==> config.mk <==
export PLATFORM = sky130hd
export DESIGN_NAME = az_sequence_ctl
export DESIGN_NICKNAME = d
export VERILOG_FILES = /design/src/rtl/az_seq_pkg.sv /design/src/rtl/az_sequence_ctl_phase_timer.sv /design/src/rtl/az_sequence_ctl.sv
export SDC_FILE = /design/constraint.sdc
export NUM_CORES = 1
export LEC_CHECK = 0
export BUFFER_PORTS_ARGS = -buffer_cell sky130_fd_sc_hd__buf_2
export CAP_MARGIN = 10
export CORE_MARGIN = 3
export CORE_UTILIZATION = 57
export CTS_CLUSTER_DIAMETER = 200
export DETAILED_ROUTE_END_ITERATION = 16
export GPL_TIMING_DRIVEN = 1
export PLACE_DENSITY_LB_ADDON = 0.25
export SYNTH_ARGS = -nofsm -noshare
export SYNTH_HDL_FRONTEND = slang
export SYNTH_SLANG_ARGS = --single-unit
==> constraint.sdc <==
create_clock -name clk -period 4.1 [get_ports clk]
set_input_delay 0.615 -clock clk [delete_from_list [all_inputs] [get_ports clk]]
set_output_delay 0.615 -clock clk [all_outputs]
set_load 0.02 [all_outputs]
==> src/rtl/az_seq_pkg.sv <==
// ----------------------------------------------------------------------------
// az_seq_pkg
//
// Shared definitions for the auto-zero acquisition controller:
//   - 4-bit FSM state codes. These same codes appear on monitor[7:4], so a
//     logic analyser trace can be decoded with this table.
//   - Pre-charge switch polarity (SIGNAL / BOOT).
//   - Default "all switches open" AZ mux code.
//   - Bit positions inside the 8-bit debug monitor bus.
//   - Small helpers that classify states.
// ----------------------------------------------------------------------------
package az_seq_pkg;

  // FSM state encoding; IDLE is all-zero so a reset monitor reads 0.
  localparam logic [3:0] ST_IDLE      = 4'd0;
  localparam logic [3:0] ST_PROTECT   = 4'd1;
  localparam logic [3:0] ST_SETTLE    = 4'd2;
  localparam logic [3:0] ST_SAMPLE_HI = 4'd3;
  localparam logic [3:0] ST_WAIT_HI   = 4'd4;
  localparam logic [3:0] ST_REPROTECT = 4'd5;
  localparam logic [3:0] ST_SAMPLE_LO = 4'd6;
  localparam logic [3:0] ST_WAIT_LO   = 4'd7;
  localparam logic [3:0] ST_CHECK     = 4'd8;

  // Pre-charge switch drive levels.
  localparam logic SW_PC_SIGNAL = 1'b1;
  localparam logic SW_PC_BOOT   = 1'b0;

  // AZ mux code with every switch open.
  localparam logic [3:0] AZMUX_OFF_CODE = 4'b0000;

  // Debug monitor bit positions.
  localparam int MON_AZMUX_HI  = 0;
  localparam int MON_PC_SIGNAL = 1;
  localparam int MON_ADC_START = 2;
  localparam int MON_WAITING   = 3;
  localparam int MON_STATE_LSB = 4;

  // True in the two states that hold until the ADC reports end of conversion.
  function automatic logic is_wait_state(input logic [3:0] st);
    return (st == ST_WAIT_HI) || (st == ST_WAIT_LO);
  endfunction

  // True in the two ADC sample windows.
  function automatic logic is_sample_state(input logic [3:0] st);
    return (st == ST_SAMPLE_HI) || (st == ST_SAMPLE_LO);
  endfunction

  // True in the three pre-charge phases that last PRECHARGE_CYCLES.
  function automatic logic is_precharge_state(input logic [3:0] st);
    return (st == ST_PROTECT) || (st == ST_SETTLE) || (st == ST_REPROTECT);
  endfunction

endpackage

==> src/rtl/az_sequence_ctl_phase_timer.sv <==
// ----------------------------------------------------------------------------
// phase_timer
//
// 32-bit loadable down-counter that measures the length of one FSM phase.
// Loading N makes `expired` assert on the N-th cycle after the load edge, so
// the owning phase lasts exactly N cycles when the FSM leaves on `expired`.
// A load of 0 behaves like a load of 1 (the phase still lasts one cycle).
//
// Ports:
//   clk     in   rising-edge clock
//   reset   in   asynchronous reset, active low
//   load    in   start a new phase measurement (wins over counting)
//   value   in   phase length in cycles, sampled while load is high
//   expired out  high for exactly one cycle, the last cycle of the phase
// ----------------------------------------------------------------------------
module phase_timer (
  input  logic        clk,
  input  logic        reset,
  input  logic        load,
  input  logic [31:0] value,
  output logic        expired
);

  logic [31:0] count_q, count_d;
  logic        active_q, active_d;

  // The count reaches 1 on the final cycle; active drops afterwards so that
  // expired can never fire twice for one load.
  always_comb begin
    count_d  = count_q;
    active_d = active_q;
    if (load) begin
      count_d  = (value == 32'd0) ? 32'd1 : value;
      active_d = 1'b1;
    end else if (active_q) begin
      count_d = count_q - 32'd1;
      if (count_q == 32'd1) begin
        active_d = 1'b0;
      end
    end
  end

  always_ff @(posedge clk or negedge reset) begin
    if (!reset) begin
      count_q  <= 32'd0;
      active_q <= 1'b0;
    end else begin
      count_q  <= count_d;
      active_q <= active_d;
    end
  end

  assign expired = active_q && (count_q == 32'd1);

endmodule

==> src/rtl/az_sequence_ctl.sv <==
// ----------------------------------------------------------------------------
// az_sequence_ctl
//
// Auto-zero acquisition controller for the DMM front end. Drives the
// pre-charge switch and AZ mux through
//   PROTECT -> SETTLE -> SAMPLE_HI -> WAIT_HI -> REPROTECT -> SAMPLE_LO
//   -> WAIT_LO -> CHECK -> (SETTLE | IDLE)
// handshaking each sample window with the ADC and counting hi/lo pairs.
//
// Optional feature macro: AZ_SEQ_TIMEOUT_EN
//   When defined, a WAIT state that sees no adc_done for TIMEOUT_CYCLES
//   aborts the run, sets the sticky err_timeout output and returns to IDLE.
//   When undefined, WAIT states wait forever and err_timeout does not exist.
//
// Ports:
//   clk                 in   rising-edge clock
//   reset               in   asynchronous reset, active low
//   start               in   one-cycle pulse, begins a run from IDLE
//   stop                in   level, finishes the current pair then idles
//   azmux_lo_val[3:0]   in   AZ mux code for the lo sample (latched at start)
//   clk_sample_duration in   sample window length (latched at start)
//   sample_target[15:0] in   pairs to acquire, 0 = continuous (latched)
//   adc_done            in   one-cycle end-of-conversion pulse
//   sw_pc_ctl           out  1 = SIGNAL, 0 = BOOT
//   azmux[3:0]          out  AZ mux select
//   adc_start           out  one-cycle pulse opening each sample window
//   adc_phase_hi        out  1 while the hi sample is acquired/converted
//   busy                out  state is not IDLE
//   seq_done            out  one-cycle pulse on the first IDLE cycle
//   sample_count[15:0]  out  completed pairs in this run (saturating)
//   err_timeout         out  sticky ADC timeout flag (macro only)
//   led0                out  high during the hi window
//   monitor[7:0]        out  debug: [0] azmux at hi, [1] pc at SIGNAL,
//                            [2] adc_start, [3] waiting, [7:4] state
//
// Every output is a flop whose next value is decoded from the next state,
// so outputs track the state register without any input-to-output path.
// ----------------------------------------------------------------------------
module az_sequence_ctl
  import az_seq_pkg::*;
#(
  parameter int unsigned PRECHARGE_CYCLES = 10000,
  parameter logic [3:0]  AZMUX_HI_VAL     = 4'b1000,
  parameter logic [3:0]  AZMUX_OFF        = AZMUX_OFF_CODE
`ifdef AZ_SEQ_TIMEOUT_EN
  ,
  parameter int unsigned TIMEOUT_CYCLES   = 2000000
`endif
) (
  input  logic        clk,
  input  logic        reset,
  input  logic        start,
  input  logic        stop,
  input  logic [3:0]  azmux_lo_val,
  input  logic [31:0] clk_sample_duration,
  input  logic [15:0] sample_target,
  input  logic        adc_done,
  output logic        sw_pc_ctl,
  output logic [3:0]  azmux,
  output logic        adc_start,
  output logic        adc_phase_hi,
  output logic        busy,
  output logic        seq_done,
  output logic [15:0] sample_count,
`ifdef AZ_SEQ_TIMEOUT_EN
  output logic        err_timeout,
`endif
  output logic        led0,
  output logic [7:0]  monitor
);

  localparam logic [31:0] PRECHARGE_LEN = 32'(PRECHARGE_CYCLES);

  // FSM and latched run configuration
  logic [3:0]  state_q, state_d;
  logic [3:0]  lo_q, lo_d;
  logic [31:0] dur_q, dur_d;
  logic [15:0] target_q, target_d;
  logic [15:0] count_q, count_d;

  // Shared phase timer
  logic        timer_load;
  logic [31:0] timer_value;
  logic        timer_expired;

  // Registered outputs
  logic        sw_pc_ctl_q, sw_pc_ctl_d;
  logic [3:0]  azmux_q, azmux_d;
  logic        adc_start_q, adc_start_d;
  logic        adc_phase_hi_q, adc_phase_hi_d;
  logic        busy_q, busy_d;
  logic        seq_done_q, seq_done_d;
  logic        led0_q, led0_d;
  logic [7:0]  monitor_q, monitor_d;

  logic        timeout_hit;

  phase_timer u_phase_timer (
    .clk     (clk),
    .reset   (reset),
    .load    (timer_load),
    .value   (timer_value),
    .expired (timer_expired)
  );

`ifdef AZ_SEQ_TIMEOUT_EN
  // A limit of 0 cannot be honoured literally; it aborts on the first
  // WAIT cycle that has no adc_done, exactly like a limit of 1.
  localparam logic [31:0] TIMEOUT_LIMIT =
    (TIMEOUT_CYCLES == 0) ? 32'd0 : 32'(TIMEOUT_CYCLES - 1);

  logic [31:0] to_cnt_q, to_cnt_d;
  logic        err_q, err_d;

  // to_cnt_q counts WAIT cycles already spent without adc_done; the abort
  // fires on the TIMEOUT_CYCLES-th consecutive empty cycle.
  assign timeout_hit = is_wait_state(state_q) && !adc_done &&
                       (to_cnt_q == TIMEOUT_LIMIT);

  // The counter restarts on every state change so WAIT_HI and WAIT_LO each
  // get their own full budget.
  always_comb begin
    to_cnt_d = 32'd0;
    if (is_wait_state(state_q) && (state_d == state_q)) begin
      to_cnt_d = to_cnt_q + 32'd1;
    end
  end

  // Sticky error: cleared only by an accepted start (or reset).
  always_comb begin
    err_d = err_q;
    if ((state_q == ST_IDLE) && start) begin
      err_d = 1'b0;
    end else if (timeout_hit) begin
      err_d = 1'b1;
    end
  end

  always_ff @(posedge clk or negedge reset) begin
    if (!reset) begin
      to_cnt_q <= 32'd0;
      err_q    <= 1'b0;
    end else begin
      to_cnt_q <= to_cnt_d;
      err_q    <= err_d;
    end
  end

  assign err_timeout = err_q;
`else
  assign timeout_hit = 1'b0;
`endif

  // Next-state logic. adc_done only matters in the WAIT states, including
  // their very first cycle; start is only honoured in IDLE.
  always_comb begin
    state_d  = state_q;
    lo_d     = lo_q;
    dur_d    = dur_q;
    target_d = target_q;
    count_d  = count_q;
    case (state_q)
      ST_IDLE: begin
        if (start) begin
          lo_d     = azmux_lo_val;
          dur_d    = clk_sample_duration;
          target_d = sample_target;
          count_d  = 16'd0;
          state_d  = ST_PROTECT;
        end
      end
      ST_PROTECT:   if (timer_expired) state_d = ST_SETTLE;
      ST_SETTLE:    if (timer_expired) state_d = ST_SAMPLE_HI;
      ST_SAMPLE_HI: if (timer_expired) state_d = ST_WAIT_HI;
      ST_WAIT_HI: begin
        if (adc_done) begin
          state_d = ST_REPROTECT;
        end else if (timeout_hit) begin
          state_d = ST_IDLE;
        end
      end
      ST_REPROTECT: if (timer_expired) state_d = ST_SAMPLE_LO;
      ST_SAMPLE_LO: if (timer_expired) state_d = ST_WAIT_LO;
      ST_WAIT_LO: begin
        if (adc_done) begin
          // Saturate rather than wrap; continuous runs keep going.
          if (count_q != 16'hFFFF) begin
            count_d = count_q + 16'd1;
          end
          state_d = ST_CHECK;
        end else if (timeout_hit) begin
          state_d = ST_IDLE;
        end
      end
      ST_CHECK: begin
        if (stop || ((target_q != 16'd0) && (count_q == target_q))) begin
          state_d = ST_IDLE;
        end else begin
          state_d = ST_SETTLE;
        end
      end
      default: state_d = ST_IDLE;
    endcase
  end

  // The timer is (re)loaded on the edge that enters a timed phase, so its
  // first counting cycle is the first cycle of that phase.
  always_comb begin
    timer_load  = 1'b0;
    timer_value = PRECHARGE_LEN;
    if (state_d != state_q) begin
      if (is_precharge_state(state_d)) begin
        timer_load  = 1'b1;
        timer_value = PRECHARGE_LEN;
      end else if (is_sample_state(state_d)) begin
        timer_load  = 1'b1;
        timer_value = dur_q;
      end
    end
  end

  // Output decode from the next state. The mux only ever changes on an
  // edge where the pre-charge switch is (or becomes) BOOT: the hi code is
  // set up in SETTLE before SIGNAL is applied, and SIGNAL is dropped in
  // REPROTECT before the lo code is selected. The lo window therefore
  // stays at BOOT.
  always_comb begin
    sw_pc_ctl_d    = SW_PC_BOOT;
    azmux_d        = AZMUX_OFF;
    adc_phase_hi_d = 1'b0;
    led0_d         = 1'b0;
    case (state_d)
      ST_IDLE: begin
        sw_pc_ctl_d = SW_PC_BOOT;
        azmux_d     = AZMUX_OFF;
      end
      ST_PROTECT: azmux_d = lo_d;
      ST_SETTLE:  azmux_d = AZMUX_HI_VAL;
      ST_SAMPLE_HI, ST_WAIT_HI: begin
        sw_pc_ctl_d    = SW_PC_SIGNAL;
        azmux_d        = AZMUX_HI_VAL;
        adc_phase_hi_d = 1'b1;
        led0_d         = 1'b1;
      end
      ST_REPROTECT: azmux_d = AZMUX_HI_VAL;
      ST_SAMPLE_LO, ST_WAIT_LO, ST_CHECK: azmux_d = lo_d;
      default: azmux_d = AZMUX_OFF;
    endcase

    adc_start_d = (state_d != state_q) && is_sample_state(state_d);
    busy_d      = (state_d != ST_IDLE);
    seq_done_d  = (state_d == ST_IDLE) && (state_q != ST_IDLE);

    monitor_d                              = 8'd0;
    monitor_d[MON_AZMUX_HI]                = (azmux_d == AZMUX_HI_VAL);
    monitor_d[MON_PC_SIGNAL]               = (sw_pc_ctl_d == SW_PC_SIGNAL);
    monitor_d[MON_ADC_START]               = adc_start_d;
    monitor_d[MON_WAITING]                 = is_wait_state(state_d);
    monitor_d[MON_STATE_LSB +: 4]          = state_d;
  end

  always_ff @(posedge clk or negedge reset) begin
    if (!reset) begin
      state_q        <= ST_IDLE;
      lo_q           <= 4'd0;
      dur_q          <= 32'd0;
      target_q       <= 16'd0;
      count_q        <= 16'd0;
      sw_pc_ctl_q    <= SW_PC_BOOT;
      azmux_q        <= AZMUX_OFF;
      adc_start_q    <= 1'b0;
      adc_phase_hi_q <= 1'b0;
      busy_q         <= 1'b0;
      seq_done_q     <= 1'b0;
      led0_q         <= 1'b0;
      monitor_q      <= 8'd0;
    end else begin
      state_q        <= state_d;
      lo_q           <= lo_d;
      dur_q          <= dur_d;
      target_q       <= target_d;
      count_q        <= count_d;
      sw_pc_ctl_q    <= sw_pc_ctl_d;
      azmux_q        <= azmux_d;
      adc_start_q    <= adc_start_d;
      adc_phase_hi_q <= adc_phase_hi_d;
      busy_q         <= busy_d;
      seq_done_q     <= seq_done_d;
      led0_q         <= led0_d;
      monitor_q      <= monitor_d;
    end
  end

  assign sw_pc_ctl    = sw_pc_ctl_q;
  assign azmux        = azmux_q;
  assign adc_start    = adc_start_q;
  assign adc_phase_hi = adc_phase_hi_q;
  assign busy         = busy_q;
  assign seq_done     = seq_done_q;
  assign sample_count = count_q;
  assign led0         = led0_q;
  assign monitor      = monitor_q;

endmodule

-- Word level (Yosys, flattened, before mapping)
Cells that the tools add are included.
- $add $sub $neg: 2
- equality and inequality tests: 24
- muxes and demuxes: 30
- reduce and logical (&&, ||, !) cells: 22
- operators with widths (cell ; count):
    $mux W32 ; 6
    $mux W16 ; 3
    $mux W4 ; 10
    $pmux W4 S9 ; 1
    $eq A32 B1 Y1 const B ; 1
    $eq A4 B3 Y1 const B ; 8
    $logic_not A32 Y1 ; 1
    $pmux W16 S2 ; 1
    $sub A32 B1 Y32 const B ; 1
    $add A16 B1 Y16 const B ; 1
    $eq A16 B16 Y1 ; 1
    $eq A4 B2 Y1 const B ; 4
    $ne A16 B16 Y1 const B ; 1
    $reduce_bool A16 Y1 ; 1
    $eq A4 B4 Y1 const B ; 3
    $eq A4 B1 Y1 const B ; 2
    $logic_not A4 Y1 ; 2
    $pmux W4 S2 ; 1
    $reduce_bool A4 Y1 ; 2
    $reduce_or A4 Y1 ; 2
    $mux W1 ; 7
    $ne A2 B2 Y1 const B ; 3
    $logic_or A1 B1 Y1 ; 5
    $logic_and A1 B1 Y1 ; 4
    6 further kinds ; 7
- bits in registers: 121
- input port bits: 57
- output and inout bits: 34
- word-level logic and storage cells: 91

-- Longest topological paths before layout
Gate-level depths: netlist of the first run.
- depth in word-level cells: 13
- depth in mapped cells: 13
- mapped depth without buffers: 11

-- Cells and area by module
From an unflattened synthesis of the first run, not the netlist that was laid out.
- cell total of the unflattened synthesis: 664
- area total of the unflattened synthesis: 5953.2 um2
- modules (own cells, without submodules) (module ; instances ; cells an instance ; area each (um2)):
    az_sequence_ctl ; 1 ; 453 ; 4013.8
    phase_timer ; 1 ; 211 ; 1939.4

-- Worst setup path after synthesis of the first run
OpenSTA, ideal clock, no wires.
- path kind: reg2reg
- start point: register u_phase_timer.count_q[1]
- end point: register u_phase_timer.count_q[0]
- setup time: 129 ps
- arrival time: 2700 ps
- required time: 3971 ps
- path slack: 1271 ps
- cell stages (with the launch flop): 12
- buffers on the path: 1
- period minus slack after synthesis: 2829 ps
- cells stage by stage: dfrtp_1 inv_1 ha_1 nor4b_1 nand4_1 nor3_4 mux2_4 inv_2 nor3_1 or3_1 buf_4 o41a_1
- word-level cells in the longest chain between the ends: 12
- elaborated cells on any way between the ends: 27
- RTL lines (item ; RTL line ; text):
    start, declared ; az_sequence_ctl_phase_timer.sv:24 ; logic [31:0] count_q, count_d;
    start signal, assigned ; az_sequence_ctl_phase_timer.sv:48 ; count_q <= count_d;
    $eq A32 B1 Y1 * ; az_sequence_ctl_phase_timer.sv:53 ; assign expired = active_q && (count_q == 32'd1);
    $logic_and A1 B1 Y1 * ; az_sequence_ctl_phase_timer.sv:53 ;
    $mux W4 (on tied branches) ; n/a ;
    $pmux W4 S9 * ; az_sequence_ctl.sv:162 ; case (state_q)
    via monitor_d[4] ; az_sequence_ctl.sv:94 ; logic [7:0] monitor_q, monitor_d;
    $eq A4 B2 Y1 (tied with other cells) ; az_seq_pkg.sv:46 ; return (st == ST_SAMPLE_HI) || (st == ST_SAMPLE_LO);
    $logic_or A1 B1 Y1 (on tied branches) ; az_seq_pkg.sv:46, az_seq_pkg.sv:51 ;
    $mux W32 or $logic_or A1 B1 Y1 (tied branches) ; az_sequence_ctl.sv:215, az_seq_pkg.sv:51 ;
    $mux W32 ; az_sequence_ctl.sv:212 ; if (is_precharge_state(state_d)) begin
    $mux W32 ; az_sequence_ctl.sv:211 ; if (state_d != state_q) begin
    $logic_not A32 Y1 ; az_sequence_ctl_phase_timer.sv:33 ; count_d = (value == 32'd0) ? 32'd1 : value;
    $mux W32 ; az_sequence_ctl_phase_timer.sv:33 ;
    $mux W32 ; az_sequence_ctl_phase_timer.sv:32 ; if (load) begin
The timed path passes the listed nets; every way through them passes the cells marked *.
A chain may end at the register's enable or synchronous reset.

-- Worst setup path after layout of the first run
- start point: register u_phase_timer.count_q[26]
- end point: register u_phase_timer.count_q[0]
The elaborated chain is that of the path after synthesis.

==> results of run 1 <==
==> state kept, by name (all words and copies together) (netlist names) <==
register	cells
dur_q	32
u_phase_timer.count_q	32
sample_count	16
target_q	16
monitor	8
azmux	4
lo_q	4
busy	1
seq_done	1
u_phase_timer.active_q	1
==> routing by layer <==
metal / share of wire (%) / up-vias
met1: 43 / 2387
met3: 6.1 / 21
li1: - / 2246
met2: 49 / 185
met5: 0 / -
met4: 1.3 / 0
==> kinds of logic (layout without fill, tap and decap cells) <==
family                   after synthesis  in the layout  synth area share, %
AO/OA/AOI/OAI                         94             94                 10.8
XOR/XNOR                              47             47                 6.97
adder cells (fa/ha/maj)                3              3                0.636
buffers and inverters                 44            145                 3.60
flip-flops                           115            115                 48.8
multiplexers                          56             56                 10.6
AND/OR/NAND/NOR                      209            209                 18.6
==> synth_stat cells, types with 3 or more instances <==
master	number	area, um^2
o21ai_0	18	90.1
a21o_1	3	22.5
nand3_1	26	130
nand2_1	36	135
a22o_1	3	26.3
nor2b_1	3	18.8
dfrtp_1	115	2880
mux2i_1	6	60.1
or3_1	3	18.8
and4_1	3	26.3
xor2_1	24	210
a211o_1	7	61.3
buf_2	8	40.0
nand4_1	13	81.3
inv_1	15	56.3
nor3_1	26	130
o22ai_1	4	25.0
mux2_2	49	552
a211oi_1	6	45.0
buf_1	3	11.3
buf_4	8	60.1
and3_1	6	37.5
nor4_1	25	156
and2_1	3	18.8
o31ai_1	15	113
ha_1	3	37.5
xnor2_1	23	201
nor2_1	46	173
nor3b_1	4	30.0
o21a_1	3	22.5
a21oi_1	18	90.1
clkbuf_1	8	30.0
nand2b_1	3	18.8
a22oi_1	4	30.0
==> power breakdown <==
part,switching (mW),leakage (nW),internal (mW)
clock,0.539,0.271,0.880
sequential,0.204,1.46,1.33
combinational,0.286,1.46,0.269
==> worst paths after layout <==
kind,endpoint,slack [ns],cells after the start
worst max-delay path,u_phase_timer.count_q[0],0.52,8
worst min-delay path,monitor[2],0.14,1
worst max register to register,u_phase_timer.count_q[0],0.52,8
worst min register to register,u_phase_timer.count_q[20],0.51,2
max in group asynchronous,u_phase_timer.count_q[27],3.08,2
min in group clk,dur_q[15],0.30,3
==> metrics by stage <==
step,cells,worst slack (ns)
2_1_floorplan,568,1.27
3_3_place_gp,770,0.722
3_5_place_dp,770,0.612
4_1_cts,802,0.501
5_1_grt,802,0.212
6_report,802,0.523
==> layout make-up <==
type	count	area, um^2	share of cell area, %
clock inverters	12	133	1.89
well taps	133	166	2.37
multi-input cells	409	2810	40.1
inverters	16	60.1	0.856
clock buffers	20	435	6.21
repair buffers	97	531	7.56
flip-flops and latches	115	2880	41.0
==> metrics.txt, run 1 <==
CP required around 4.5 ns; CP Launch Type register; Placer Congestion approximately 0.93; crit path DAT ~4 ns; met1 global-route usage between 30% and 40%; vias per cell between 6 and 7; count of input and output buffers 90; Hold Crit Class in2async; Nets 716; Final ANT Viol Nets 0; RSZ-0062 raised after global routing no; crit path max-delay cell type nor4_1; Top Usage Layer GRT met2; fmax about 280 MHz; total power draw 3.51 mW; Max FO, Critical Path 19; post_cts resized 0; pin count of the biggest net entering global routing 57; Avg WL per Cell 18.0 um; M3 GR Usage between 6 and 7%; Antenna diodes 0; Reg clk slew, reported paths 0.06 ns; Synth Register Bits around 120; Fin. Hold Viols 0; clk_lat worst skew approximately 0.53 ns; die area ~0.012 mm^2; most common cell after layout, fill and taps aside dfrtp_1; CP Cell Sequence nor4_1 -> nand4_1 -> nor3_4 -> mux2_4 -> inv_2 -> nor3_1 -> or3_1 -> o41a_1; top_reg_cell synth dfrtp_1; syn avg cell area 10.4 um^2; global route total overflow 0; Hold Slack between 0.1 and 0.15 ns; drt first-iter violations ~370; clk sinks ~120; Detail Placement HPWL 9980 um; CP endpoint kind register; core footprint between 0.009 and 0.01 mm^2; crit path launch u_phase_timer.count_q[26]; GRT met2 Usage a little over two fifths; Max VDD drop about 0.33 mV; Total Routing Usage GR a little over a quarter; Die Ht approximately 110 um; die span in x 108 um; postcts setup bufs 0; Final Critical Period about 3.6 ns; hold_buf cts 0; final core utilization 70.8%; crit path kind reg2reg; period utilisation layout between 80 and 90%; Post-Syn Nets 628; Ys Warns 0; Max Cap Viol 0; clock skew ~0.0064 ns; global-route wire length before repair between 20000 and 25000 um; Worst path max stage delay a little over 0.7 ns; buffer depth of the longest clock path 2; Setup-failing EPs final 0; commonest cells after routing, fill and taps aside dfrtp_1 (115), buf_2 (89), mux2_2 (49); PD cells approximately 500 mW/mm^2; Layout area overhead 18.9%; sequential area share after synthesis between 40% and 50%; cell row count 36; final instance area 0.00702 mm^2; max-slew violation count 0; Cell variety after synth 56; initial antenna violation count 0; fillers 731; number of global-route vias before repair roughly 4800; Root Driver clkbuf_8; routed wire length approximately 14000 um; LEAKAGE about 3.2 nW; ys async rst share 100%; First-pass DRT Iterations 5; Vias between 4000 and 5000; CP Buf/Inv Count 1; Post-synth EDFFs 0; Worst Tran Pin Value about 0.8 ns; outcome completed; TritonCTS Buffers 17; delay-heaviest family, CP simple AND/OR/NAND/NOR gates; DRC Markers 0; setup tns final 0 ns; fraction of layout cells with a size suffix above 1 about 28%; slew margin rel. a little under half; initial core utilization slightly below 60%; r2r startpoint u_phase_timer.count_q[26]; Gate Count Post-Synth 568; post-synthesis instance area a little under 0.006 mm^2; TritonCTS clock tree built; Post-DP Area around 0.0064 mm^2; H-Tree Level Count 4; IO Pins between 90 and 100
(Power assumes the default switching activity.)
==> run 2, diff against run 1 <==
- PLACE_DENSITY_LB_ADDON: 0.25 -> 0.12
==> run 2 against run 1 <==
Against the previous run: clock power up 3%; clock-buffer cell count rose by 1; total power grew 1.1%; largest power group unchanged; clock skew is 0.0021 ns higher; die area stayed put; combinational power grew 1%; first-iteration DRC count is 19% lower; critical path type unchanged; worst hold slack gained 0.13 ns; sequential share of layout area shrank 0.18 points; critical endpoint unchanged; wire length up 0.15%; fmax increased by 0.19%.
==> metrics.txt, run 2 (synthesis results as in run 1) <==
Max Cap Viol 0; Die Ht 108 um; die span in x around 110 um; Vias 4807; TritonCTS Buffers 17; number of global-route vias before repair 4722; outcome completed; Hold Slack about 0.28 ns; buffer depth of the longest clock path 2; crit path DAT 3.98 ns; Antenna diodes 0; Placer Congestion roughly 0.94; Final Critical Period 3.57 ns; clock skew 0.00858 ns; setup tns final 0 ns; Seq. cell area roughly 0.0029 mm^2; CP Launch Type register; Nets between 700 and 800; global route total overflow 0; LEAKAGE 3.22 nW; Top Metal Used met4; crit path kind reg2reg; slew margin rel. between 30% and 40%; Total Routing Usage GR approximately a quarter; initial core utilization 59.6%; CP endpoint kind register; Setup-failing EPs final 0; pin count of the biggest net entering global routing 81; met1 wire length ~6000 um; global-route wire length before repair 23700 um; core footprint 0.00991 mm^2; First-pass DRT Iterations 5; CP required approximately 4.5 ns; post_cts resized 0; die area between 0.01 and 0.015 mm^2; count of input and output buffers 90; PD cells 503 mW/mm^2; hold_buf cts 0; fillers approximately 800; Reg clk slew, reported paths approximately 0.060 ns; fmax approximately 280 MHz; Final ANT Viol Nets 0; DRC Markers 0; cell row count 36; clk sinks between 100 and 150; vias per cell around 6.0; Layout area overhead 19.4%; multi-input logic area 0.00281 mm^2; fraction of layout cells with a size suffix above 1 28.6%; most common cell after layout, fill and taps aside dfrtp_1; initial antenna violation count 0; Avg WL per Cell approximately 18 um; met3 WL 1070 um; Hold Crit Class in2async; Max VDD drop about 0.33 mV; routed wire length 14500 um; period utilisation layout 87.1%; clk_lat worst skew 0.53 ns; drt first-iter violations between 200 and 300; TritonCTS clock tree built; max-slew violation count 0; commonest cells after routing, fill and taps aside dfrtp_1 (115), buf_2 (89), mux2_2 (49); Max FO, Critical Path 19; Fin. Hold Viols 0; top flop regs dur_q (32), u_phase_timer.count_q (32); Detail Placement HPWL 9970 um; H-Tree Level Count 4; postcts setup bufs 0; metal2 WL about 7000 um; Root Driver clkbuf_8; Worst Tran Pin Value 1.03 ns; RSZ-0062 raised after global routing no; IO Pins between 90 and 100
[run 2: cell count changes in the layout (fill, tap and decap cells not counted), sizes merged]
cell,previous run,this run
clkbuf,20,21
inv,17,16
buf,97,99
[run 2: layout make-up]
class	instances	area share, %
Tap cell	133	2.36
Clock inverter	11	1.81
Inverter	16	0.852
Sequential cell	115	40.8
Timing Repair Buffer	99	7.56
Multi-Input combinational cell	409	39.9
Clock buffer	21	6.66
[run 2: path summary, 6_finish.rpt]
check	startpoint	to	slack, ns	cells past startpoint
min in group clk	clk_sample_duration[15]	dur_q[15]	0.29	3
max in group asynchronous	reset	target_q[11]	2.98	2
max	u_phase_timer.count_q[1]	u_phase_timer.count_q[0]	0.53	10
max reg2reg	u_phase_timer.count_q[1]	u_phase_timer.count_q[0]	0.53	10
min	reset	dur_q[14]	0.28	1
min reg2reg	lo_q[2]	lo_q[2]	0.51	2
[run 2: per-stage QoR]
step                util [%]  instances  setup slack, ns  power, mW  cell area, um^2
floorplan                  -        568             1.27       1.90             5900
detailed placement      65.1        772            0.651       2.10             6450
global route            71.1        804            0.287       3.72             7050
finish                  71.1        804            0.529       3.55             7050
CTS                     71.1        804            0.556       3.57             7050
global placement        65.1        772            0.736       2.07             6450
[run 2: critical path: stages (launching register included)]
cell and delay [ns]:
dfrtp_1 0.40, inv_1 0.10, ha_1 0.15, nor4b_1 0.46, nand4_1 0.25, nor3_4 0.40, mux2_4 0.37, inv_2 0.10
nor3_1 0.07, or3_1 0.64, o41a_1 0.51
[run 2: per-layer routing]
| layer | vias up | GRT usage (%) |
|---|---|---|
| li1 | 2248 | - |
| met1 | 2333 | 36.3 |
| met2 | 201 | 40.9 |
| met3 | 25 | 6.36 |
| met4 | 0 | 10.6 |
| met5 | - | 0 |
[run 2: where the power goes]
part           switching (mW)  internal (mW)
combinational           0.288          0.274
sequential              0.201           1.33
clock                   0.527          0.929
==> run 3, diff against run 2 <==
- ABC_AREA: not set -> 1
- CORE_UTILIZATION: 57 -> 58
- HOLD_SLACK_MARGIN: not set -> 0.08
==> run 3 against run 2 <==
Against the previous run: clock power is 3% lower; worst hold slack worse by 0.19 ns; critical path depth is 7 higher.
==> metrics.txt, run 3 <==
outcome completed; top post-synthesis cells by count nand2_1 (288), dfrtp_1 (115), nor2_1 (101); clock network fraction of total power a little over a quarter; First-pass DRT Iterations 5; RSZ-0062 raised after global routing no; count of input and output buffers 90; Gate Count Post-Synth 861; Max VDD drop about 0.43 mV; final core utilization 71.1%; fillers 877; setup tns final 0 ns; cell row count 37; Comb power frac a little under two fifths; Detail Placement HPWL 12100 um; die span in x 112 um; Max Cap Viol 0; Post-DP Area between 0.006 and 0.007 mm^2; initial antenna violation count 0; Fin. Hold Viols 0; top flop regs dur_q (32), u_phase_timer.count_q (32); RR Endpoint u_phase_timer.count_q[15]; Internal Power around 3.1 mW; top_reg_cell synth dfrtp_1; postcts setup bufs 0; CP Launch Type register; Setup-failing EPs final 0; Switch Pwr 2.20 mW; syn avg cell area 7.50 um^2; routed wire length approximately 17000 um; clk sinks between 100 and 150; crit path kind reg2reg; die area 0.0124 mm^2; IO Pins 91; Post-Syn Nets 921; Reg clk slew, reported paths about 0.060 ns; initial core utilization between 60% and 70%; Top Metal Used met4; Final Critical Period 3.37 ns; core footprint between 0.01 and 0.015 mm^2; Yosys top cell area share about 45%; CP required approximately 4.5 ns; largest area contributor in the netlist dfrtp_1; switch share roughly two fifths; PD cells approximately 700 mW/mm^2; post-synthesis instance area 0.00646 mm^2; sequential area share after synthesis approximately 45%; crit path DAT around 3.8 ns; H-Tree Level Count 4; Flop pwr share ~36%; most common cell after layout, fill and taps aside nand2_1; ys async rst share between 90% and 100%; met1 wire length 7440 um; metal2 WL 7720 um; slew margin rel. 35.7%; Synth Register Bits between 100 and 150; Avg WL per Cell 15.2 um; LEAKAGE around 4 nW; max-slew violation count 0; r2r startpoint u_phase_timer.count_q[24]; number of global-route vias before repair between 5000 and 6000; TritonCTS Buffers 17; Final ANT Viol Nets 0; total power draw 5.33 mW; CP endpoint kind register; crit path max-delay cell type dfrtp_1; post_cts resized 0; fmax 297 MHz; Nets 1005; cells on worst reg2reg path 17; TritonCTS clock tree built; vias per cell ~5.5; Max FO, Critical Path 33; drt first-iter violations approximately 450; clk_lat worst skew roughly 0.53 ns; hold_buf cts 0; Antenna diodes 0; Placer Congestion approximately 0.96; buffer depth of the longest clock path 2; final instance area ~0.0075 mm^2; global route total overflow 0; Vias 5997; Hold Crit Class in2async; period utilisation layout 82.2%; Worst Tran Pin Value between 0.9 and 1 ns; Total Routing Usage GR 27.8%; Worst path max stage delay about 0.42 ns; global-route wire length before repair roughly 28000 um; fraction of layout cells with a size suffix above 1 a little under a fifth; CP Cell Sequence nor2_1 -> nand2_1 -> nor2_1 -> nand2_1 -> nor2_4 -> nand2_4 -> nand2_2 -> nand3_4 -> nand2_1 -> nand3_2 -> nand2_4 -> nand2_4 -> inv_4 -> nand2_4 -> or2_0 -> nand2_1 -> inv_1; met3 WL 1170 um; Die Ht ~110 um; top-count cell post-synth nand2_1; Layout area overhead 16.2%; Ys Warns 0; commonest cells after routing, fill and taps aside nand2_1 (288), dfrtp_1 (115), nor2_1 (101); CP Buf/Inv Count 2; DRC Markers 0; Root Driver clkbuf_8; crit path launch u_phase_timer.count_q[24]; pin count of the biggest net entering global routing 79; top cells by area, synth dfrtp_1 (45%), nand2_1 (17%), nor2_1 (5.9%); clock skew 0.0139 ns; Cell variety after synth 45; delay-heaviest family, CP simple AND/OR/NAND/NOR gates; Post-synth EDFFs 0; flop2flop setup slack 0.73 ns
[run 3: logic make-up (layout without fill, tap and decap cells)]
| group | after synthesis | count (layout) | synth area share [%] |
|---|---|---|---|
| flip-flops | 115 | 115 | 44.6 |
| AO/OA/AOI/OAI | 135 | 135 | 13.1 |
| buffers and inverters | 123 | 219 | 8.28 |
| AND/OR/NAND/NOR | 470 | 470 | 31.4 |
| XOR/XNOR | 15 | 15 | 2.03 |
| adder cells (fa/ha/maj) | 3 | 3 | 0.581 |
[run 3: cell type report]
cell class,instances,area [um^2],area share (%)
Tap cell,136,170,2.27
Inverter,94,355,4.74
Timing Repair Buffer,94,483,6.44
Clock buffer,22,463,6.17
Sequential cell,115,2880,38.4
Clock inverter,9,105,1.40
Multi-Input combinational cell,623,3050,40.6
[run 3: worst max-delay path by stage]
stage / to / slack [ns] / cells after the start
floorplan: u_phase_timer.count_q[26] / 1.79 / 15
global placement: u_phase_timer.count_q[15] / 0.86 / 14
detailed placement: u_phase_timer.count_q[15] / 0.74 / 14
CTS: u_phase_timer.count_q[15] / 0.78 / 17
global route: u_phase_timer.count_q[15] / 0.51 / 17
finish: u_phase_timer.count_q[15] / 0.73 / 17
[run 3: layer usage]
layer,GRT usage [%],vias to the layer above
met5,0,-
met4,9.00,0
met3,6.52,34
met1,38.5,2809
met2,43.5,229
li1,-,2925
[run 3: worst register-to-register path: cells and delay by family, from the launching register on]
family	cells	cell delay, ns
buf+inv	2	0.36
simple gates	15	2.50
flops	1	0.42
[run 3: through the flow]
stage / setup slack, ns / hold slack (ns) / instances
5_1_grt: 0.514 / 0.124 / 1093
2_1_floorplan: 1.79 / 0.319 / 861
3_5_place_dp: 0.742 / 0.465 / 1062
3_3_place_gp: 0.861 / 0.458 / 1062
6_report: 0.729 / 0.0899 / 1093
4_1_cts: 0.777 / 0.102 / 1093
[run 3: power groups by stage]
stage / Sequential, mW / Clock (mW) / Combinational (mW)
4_1_cts: 1.92 / 1.43 / 1.96
3_5_place_dp: 1.94 / 0 / 1.94
5_1_grt: 1.99 / 1.49 / 2.25
6_report: 1.94 / 1.42 / 1.97
2_1_floorplan: 1.87 / 0 / 1.54
3_3_place_gp: 1.92 / 0 / 1.89
